**src/rtl/tetris_game_fsm.sv**
```systemverilog
// Tetris game sequencer: spawn -> fall -> lock -> row-clear over a ROWS-row board.
// out_state names the board op in flight; the board datapath answers with board_done.
module tetris_game_fsm #(
    parameter int ROWS       = 22,
    parameter int DROP_TICKS = 50000000,
    parameter int LINE_W     = 16
) (
    input  logic              clk,
    input  logic              reset,
    input  logic              start,
    input  logic [ROWS-1:0]   full_rows,
    input  logic              collide_down,
    input  logic              spawn_blocked,
    input  logic              soft_drop,
    input  logic              board_done,
    output logic [2:0]        out_state,
    output logic [ROWS-1:0]   shift_row,
    output logic              move_down,
    output logic [LINE_W-1:0] lines_cleared,
    output logic              game_over
);

    localparam int CNT_W = $clog2(DROP_TICKS);
    localparam logic [CNT_W-1:0] LAST_TICK = CNT_W'(DROP_TICKS - 1);

    typedef enum logic [2:0] {
        CHECK = 3'b000,
        MOVE  = 3'b001,
        WRITE = 3'b010,
        SHIFT = 3'b011,
        ADD   = 3'b100,
        HALT  = 3'b110,
        IDLE  = 3'b111
    } state_t;

    state_t           state;
    logic [CNT_W-1:0] drop_cnt;
    logic [ROWS-1:0]  lowest_full;
    logic             step;

    // Handshake: while in ADD, SHIFT or WRITE the op named by out_state is the
    // request, held until a one-cycle board_done pulse completes it; board_done
    // seen in any other state carries no meaning and is dropped.
    assign out_state = state;
    assign game_over = (state == HALT);

    // x & -x isolates the lowest set bit, i.e. the topmost full row.
    assign lowest_full = full_rows & (~full_rows + ROWS'(1));
    assign step        = (drop_cnt == LAST_TICK) || soft_drop;

    always_ff @(posedge clk or posedge reset) begin
        if (reset) begin
            state         <= IDLE;
            shift_row     <= '0;
            move_down     <= 1'b0;
            lines_cleared <= '0;
            drop_cnt      <= '0;
        end else begin
            move_down <= 1'b0;
            case (state)
                IDLE: begin
                    if (start) state <= CHECK;
                end
                CHECK: begin
                    if (full_rows != '0) begin
                        state     <= SHIFT;
                        shift_row <= lowest_full;
                    end else begin
                        state <= ADD;
                    end
                end
                SHIFT: begin
                    if (board_done) begin
                        state     <= CHECK;
                        shift_row <= '0;
                        if (lines_cleared != '1) lines_cleared <= lines_cleared + LINE_W'(1);
                    end
                end
                ADD: begin
                    if (board_done) begin
                        if (spawn_blocked) begin
                            state <= HALT;
                        end else begin
                            state    <= MOVE;
                            drop_cnt <= '0;
                        end
                    end
                end
                MOVE: begin
                    if (step) begin
                        if (collide_down) begin
                            state <= WRITE;
                        end else begin
                            move_down <= 1'b1;
                            drop_cnt  <= '0;
                        end
                    end else begin
                        drop_cnt <= drop_cnt + CNT_W'(1);
                    end
                end
                WRITE: begin
                    if (board_done) state <= CHECK;
                end
                HALT: begin
                    if (start) begin
                        state         <= IDLE;
                        lines_cleared <= '0;
                    end
                end
                default: begin
                    // Unused encoding: recover exactly as from reset.
                    state         <= IDLE;
                    shift_row     <= '0;
                    lines_cleared <= '0;
                    drop_cnt      <= '0;
                end
            endcase
        end
    end

endmodule
```
**config.mk**
```make
export PLATFORM = sky130hd
export DESIGN_NAME = tetris_game_fsm
export DESIGN_NICKNAME = d
export VERILOG_FILES = /design/src/rtl/tetris_game_fsm.sv
export SDC_FILE = /design/constraint.sdc
export NUM_CORES = 1
export LEC_CHECK = 0
export ABC_AREA = 1
export CELL_PAD_IN_SITES_DETAIL_PLACEMENT = 0
export CELL_PAD_IN_SITES_GLOBAL_PLACEMENT = 1
export CORE_UTILIZATION = 43
export CTS_BUF_LIST = sky130_fd_sc_hd__clkbuf_2 sky130_fd_sc_hd__clkbuf_4 sky130_fd_sc_hd__clkbuf_8
export DETAILED_ROUTE_END_ITERATION = 6
export PLACE_DENSITY = 0.95
export SLEW_MARGIN = 20
export SYNTH_ARGS = -nofsm -noshare
export SYNTH_HDL_FRONTEND = slang
export SYNTH_SLANG_ARGS = --single-unit
```
**constraint.sdc**
```tcl
create_clock -name clk -period 6.1 [get_ports clk]
set_clock_uncertainty 0.2 [all_clocks]
set_input_delay 0.915 -clock clk [delete_from_list [all_inputs] [get_ports clk]]
set_output_delay 0.915 -clock clk [all_outputs]
set_load 0.01 [all_outputs]
```
==> metrics.csv, run 1 <==
stage,metric,value,unit
worst_setup_path,R2R Path End,lines_cleared[12],
logic_synthesis,"Seq/Total Area, Yosys",38.7,%
global_route,first-pass GRT wire length,18200,um
worst_setup_path,Slowest Stage Delay on Critical Path,630,ps
logic_synthesis,top-count cell post-synth,nand2_1,
logic_synthesis,adder-cell share of the synthesized area,1.02,%
cts,CTS Sinks,68,
place,placed inst area,5190,um2
worst_setup_path,"setup slack, reg-to-reg",3640,ps
power_and_ir_drop,P_leak,2.60,nW
worst_setup_path,FF-to-FF Start,out_state[0],
logic_synthesis,count of cell types in the netlist,38,
cts,number of cells upsized or downsized after cts,0,
finish,Finished Cell Area,5450,um2
cts,H-tree depth,3,
floorplan,Die Height,103,um
floorplan,Initial Util,44.6,%
global_route,GRT Total Usage,21.9,%
timing,setup_tns,0,ps
detailed_routing,Routed Antenna Nets,0,
timing,Final Slew Violations,0,
detailed_routing,DRC Markers,0,
logic_synthesis,Gate Count Post-Synth,637,
min_path,hold depth,2,
logic_synthesis,syn_area_per_cell,6.91,um2
timing,Max Fclk,338,MHz
logic_synthesis,Syn. warnings,0,
floorplan,Rows,36,
floorplan,CORE AREA,9860,um2
place,GP Congestion,0.880,
cts,"Clk Latency, worst-skew pair",350,ps
timing,RSZ-0062 raised after global routing,false,
detailed_routing,Via density,4.96,
worst_setup_path,critical path data required time,4980,ps
worst_setup_path,Worst path slowest cell,dfstp_2,
timing,Tightest Pin Transition,881,ps
floorplan,Die X,103,um
worst_setup_path,cells on worst reg2reg path,10,
timing,final worst-path cycle share,48.5,%
logic_synthesis,simple-gate share of the synthesized area,44.9,%
worst_setup_path,crit-path cells,inv_2 -> nor3_4 -> clkdlybuf4s50_1,
global_route,largest net degree at the start of global routing,69,
cts,Clock Tree Root,clkbuf_8,
logic_synthesis,most frequent cells after synthesis,"242 x nand2_1, 76 x nor2_1, 67 x inv_1",
worst_setup_path,Setup CP Type,reg2out,
min_path,min-delay src,shift_row[16],
cts,clock slew at reported path FFs,70,ps
global_route,vias in the first global route,3986,
logic_synthesis,main combinational cell family by area after synthesis,simple AND/OR/NAND/NOR gates,
floorplan,die area,10700,um2
logic_synthesis,asr flop ratio synth,100,%
floorplan,io pins,72,
timing,Max-slew headroom,41.3,%
detailed_routing,detailed-route wire length per cell,12.4,um
global_route,initial antenna violation count,0,
logic_synthesis,Post-Syn Nets,669,
cts,CTS tree,yes,
timing,Final Setup Violations,0,
min_path,HP Class,reg2reg,
logic_synthesis,"top cells by area, synth","dfrtp_1 37%, nand2_1 21%, nor2_1 6.5%, inv_1 5.7%, nand3_1 5.7%",
detailed_routing,Detailed Routing Iterations Pass 1,5,
timing,Tmin final,2960,ps
logic_synthesis,Synth Cell Area,4400,um2
logic_synthesis,mux contribution to synthesized area,0,%
worst_setup_path,crit path DAT,1840,ps
finish,"Net count, final",742,
cts,total CTS buffers,9,
logic_synthesis,number of flops mapped to enable cells by yosys,0,
cts,Post-CTS Setup Inserts,0,
power_and_ir_drop,total power,1.62,mW
finish,share of cells above drive strength 1,8.11,%
finish,area grow syn2layout,23.7,%
flow_run,max cap viols,0,
place,port buffer count,71,
logic_synthesis,Compound-Gate Fraction of Synth Area,3.41,%
logic_synthesis,Synth area leader,dfrtp_1,
global_route,grt ovf,0,
logic_synthesis,"Top FF cell, synth",dfrtp_1,
power_and_ir_drop,peak supply drop,0.000152,V
logic_synthesis,post-synthesis register bit count,68,
detailed_routing,number of DRC markers in iteration 0,151,
finish,utilization after layout,55.2,%
detailed_routing,routed vias,4209,
worst_setup_path,Crit Path Max Fanout,6,
worst_setup_path,crit start category,register,
cts,Post-CTS Hold Buffers,0,
status,status,"complete, no violations",
power_and_ir_drop,PwrDens,296,nW/um2
min_path,Worst Hold End,shift_row[16],
worst_setup_path,Worst Setup End Kind,output port,
cts,Clock Tree Buf Depth,2,
logic_synthesis,top-area cell type share of the netlist area,36.9,%
timing,final hold violation count,0,
logic_synthesis,post-synthesis xor/xnor area fraction,3.38,%
finish,number of diodes,0,
place,hpwl dp,7700,um
detailed_routing,WL final,10500,um
## through the flow
stage	hold slack, ps	worst slack (ps)	cells
after floorplan	276	3280	637
after global placement	255	3070	832
after detailed placement	260	2950	832
after CTS	278	3120	848
after global routing	313	3050	848
final	273	3140	848
## registers in the layout (all words and copies together) (netlist names)
| name | count |
|---|---|
| drop_cnt | 26 |
| shift_row | 22 |
| lines_cleared | 16 |
| out_state | 3 |
| move_down | 1 |
## cell families (layout without fill, tap and decap cells)
logic type | Yosys count | in the layout
fa+ha+maj | 3 | 3
buf+inv | 83 | 161
flops | 68 | 68
simple gates | 440 | 440
compound gates | 26 | 26
xor+xnor | 17 | 17
## final cells by class
type                            instances  area, um2
Multi-Input combinational cell        486       2320
Inverter                               73        282
Timing Repair Buffer                   72        718
Tap cell                              133        166
Fill cell                             940       4420
Clock inverter                          5        106
Clock buffer                           11        151
Sequential cell                        68       1710
## worst max-delay path: cells and delay by family, from the launching register on
kind,cells,cell delay (ps)
DFF,1,630
and+or+nand+nor,1,200
buffers and inverters,2,670
## routing by layer
metal	share of wire [%]	GRT usage, %
met5	0	0
met4	1.7	8.02
met3	3.3	3.29
met2	48	38.1
met1	47	27.8
## worst max path at each step
| stage | from | end | slack [ps] | cells past startpoint |
|---|---|---|---|---|
| after floorplan | reset | drop_cnt[0] | 3280 | 1 |
| after global placement | full_rows[4] | shift_row[5] | 3070 | 8 |
| after detailed placement | full_rows[1] | shift_row[5] | 2950 | 8 |
| after CTS | out_state[1] | game_over | 3120 | 3 |
| after global routing | out_state[1] | game_over | 3050 | 3 |
| final | out_state[1] | game_over | 3140 | 3 |
## placed cells by master (no fill, tap or decap), types with 2 or more instances in the layout
cell             instances
nand2_1                242
nor2_1                  76
clkdlybuf4s50_1         71
inv_1                   66
dfrtp_1                 65
nand3_1                 50
nand4_1                 24
nor3_1                  15
xor2_1                  14
clkbuf_8                11
o21ai_0                 10
o21ai_1                  8
nand2_2                  6
nor2_4                   5
inv_2                    5
or2_2                    4
o21ai_2                  4
nor2_2                   3
nand2_4                  3
nand3b_1                 3
xnor2_1                  3
bufinv_16                3
dfstp_2                  3
nand3_4                  2
a21oi_1                  2
inv_6                    2
nor3b_1                  2
o21bai_1                 2
ha_1                     2
## where the power goes
part	internal [mW]	switching [mW]
Clock	0.296	0.187
Combinational	0.189	0.403
Sequential	0.491	0.0504
Note: power is estimated with default switching activity, not from simulation.
==> inputs of run 2 (changes only) <==
- CORE_UTILIZATION: 43 -> 40
- PLACE_DENSITY: 0.95 -> 0.93
- clock period: 6.1 -> 3 ns (I/O delays scaled with it)
==> run 2 against run 1 <==
  * Hold slack better by 4.2 ps
  * Utilization down 3.3 points
  * Clock power up 95%
  * Largest power group unchanged
  * Global-route usage down 1.2 points
  * Count of clock-buffer cells in the layout down 1
==> metrics.csv, run 2 (synthesized netlist as in run 1, its figures left out) <==
stage,metric,value,unit
place,hpwl dp,8090,um
place,GP Congestion,0.868,
detailed_routing,routed vias,4225,
worst_setup_path,Worst Path Buf+Inv,2,
power_and_ir_drop,P_leak,2.61,nW
place,placed cells,836,
power_and_ir_drop,total power,3.26,mW
floorplan,io pins,72,
timing,final hold violation count,0,
finish,footprint of the multi-input gates,2320,um2
detailed_routing,DRC Markers,0,
cts,Post-CTS Setup Inserts,0,
global_route,GRT Total Usage,20.7,%
timing,final worst-path cycle share,82.6,%
timing,Tightest Pin Transition,520,ps
worst_setup_path,crit-path cells,inv_2 -> nor3_4 -> clkdlybuf4s50_1,
worst_setup_path,Crit path max-delay family,buffers and inverters,
global_route,largest net degree at the start of global routing,69,
finish,most frequent cells in the layout,"242 x nand2_1, 76 x nor2_1, 71 x clkdlybuf4s50_1",
finish,top flop regs,"drop_cnt: 26 flops, shift_row: 22 flops, lines_cleared: 16 flops",
place,placed inst area,5220,um2
cts,clock slew at reported path FFs,80,ps
cts,CTS Sinks,68,
cts,number of cells upsized or downsized after cts,0,
timing,Max-slew headroom,65.3,%
detailed_routing,number of DRC markers in iteration 0,199,
finish,Largest Register,drop_cnt,
timing,Hold Worst Slack,277,ps
global_route,grt ovf,0,
finish,"Net count, final",743,
finish,Finished Cell Area,5460,um2
finish,"most common cell after layout, fill and taps aside",nand2_1,
cts,Clock Tree Buf Depth,2,
finish,area grow syn2layout,23.9,%
worst_setup_path,"setup slack, reg-to-reg",520,ps
floorplan,Rows,37,
power_and_ir_drop,peak supply drop,0.000390,V
finish,utilization after layout,51.9,%
worst_setup_path,Crit Path Max Fanout,6,
global_route,first-pass GRT wire length,18800,um
timing,Final Setup Violations,0,
timing,RSZ-0062 raised after global routing,false,
power_and_ir_drop,PwrDens,596,nW/um2
min_path,Worst Hold End,shift_row[4],
worst_setup_path,FF-to-FF Start,out_state[0],
floorplan,Initial Util,41.9,%
worst_setup_path,cells on worst reg2reg path,10,
worst_setup_path,Slowest Stage Delay on Critical Path,620,ps
detailed_routing,detailed-route wire length per cell,12.8,um
floorplan,Die Height,107,um
finish,number of fillers in the final layout,1035,
floorplan,CORE AREA,10500,um2
worst_setup_path,crit path DAT,1830,ps
global_route,vias in the first global route,4007,
worst_setup_path,Setup CP Type,reg2out,
finish,sequential cell area,1710,um2
floorplan,Die X,107,um
min_path,min-delay src,shift_row[4],
worst_setup_path,Worst Setup End Kind,output port,
detailed_routing,Via density,4.96,
place,Setup WS pre-CTS,524,ps
detailed_routing,WL final,10900,um
finish,max reg flops,26,
finish,share of cells above drive strength 1,8.24,%
floorplan,die area,11400,um2
cts,Clock Tree Root,clkbuf_8,
cts,CTS tree,yes,
timing,Max Fclk,403,MHz
cts,H-tree depth,3,
place,port buffer count,71,
min_path,HP Class,reg2reg,
cts,Post-CTS Hold Buffers,0,
timing,Final Worst Setup Slack,521,ps
worst_setup_path,Worst path slowest cell,dfstp_2,
worst_setup_path,critical path data required time,2350,ps
global_route,initial antenna violation count,0,
finish,number of diodes,0,
cts,total CTS buffers,9,
timing,Tmin final,2480,ps
flow_run,max cap viols,0,
cts,"Clk Latency, worst-skew pair",340,ps
finish,Finished Layout Cells,852,
detailed_routing,Routed Antenna Nets,0,
timing,Final Slew Violations,0,
timing,setup_tns,0,ps
min_path,hold depth,2,
worst_setup_path,crit start category,register,
worst_setup_path,R2R Path End,lines_cleared[12],
detailed_routing,Detailed Routing Iterations Pass 1,6,
status,status,"complete, no violations",
-- run 2: cell count changes in the layout (fill, tap and decap cells not counted), sizes merged --
cell	change
clkbuf	-1
inv	-1
buf	+1
clkinvlp	-1
clkinv	+3
-- run 2: routing by layer --
| layer | vias up | global-route usage, % | wire [um] |
|---|---|---|---|
| met5 | - | 0 | 0 |
| met4 | 0 | 6.16 | 128 |
| met3 | 13 | 3.28 | 494 |
| met2 | 115 | 34.6 | 5180 |
| met1 | 1944 | 27.7 | 5100 |
| li1 | 2153 | - | - |
-- run 2: tightest hold or removal path: stages, from the launching register on --
cell and delay [ps]:
dfrtp_1 350, nand2_1 50, nand2_1 50
-- run 2: layout make-up --
cell class	count	share of cell area, %
clock buffer	10	2.41
multi-input combinational	486	42.5
clock inverter	6	2.06
tap	136	3.12
timing repair buffer	73	13.5
sequential	68	31.2
inverter	73	5.16
-- run 2: how the worst max path moves through the flow --
stage,startpoint,end,slack (ps),cells past startpoint
2_1_floorplan,reset,drop_cnt[0],640,1
3_3_place_gp,out_state[0],lines_cleared[12],600,10
3_5_place_dp,out_state[0],lines_cleared[12],520,10
4_1_cts,out_state[1],game_over,500,3
5_1_grt,out_state[0],lines_cleared[12],330,9
6_report,out_state[1],game_over,520,3
-- run 2: power by group --
| part | total, mW | internal [mW] | switching (mW) |
|---|---|---|---|
| sequential | 1.10 | 0.997 | 0.102 |
| combinational | 1.22 | 0.404 | 0.814 |
| clock | 0.939 | 0.563 | 0.376 |
| total | 3.26 | 1.96 | 1.29 |
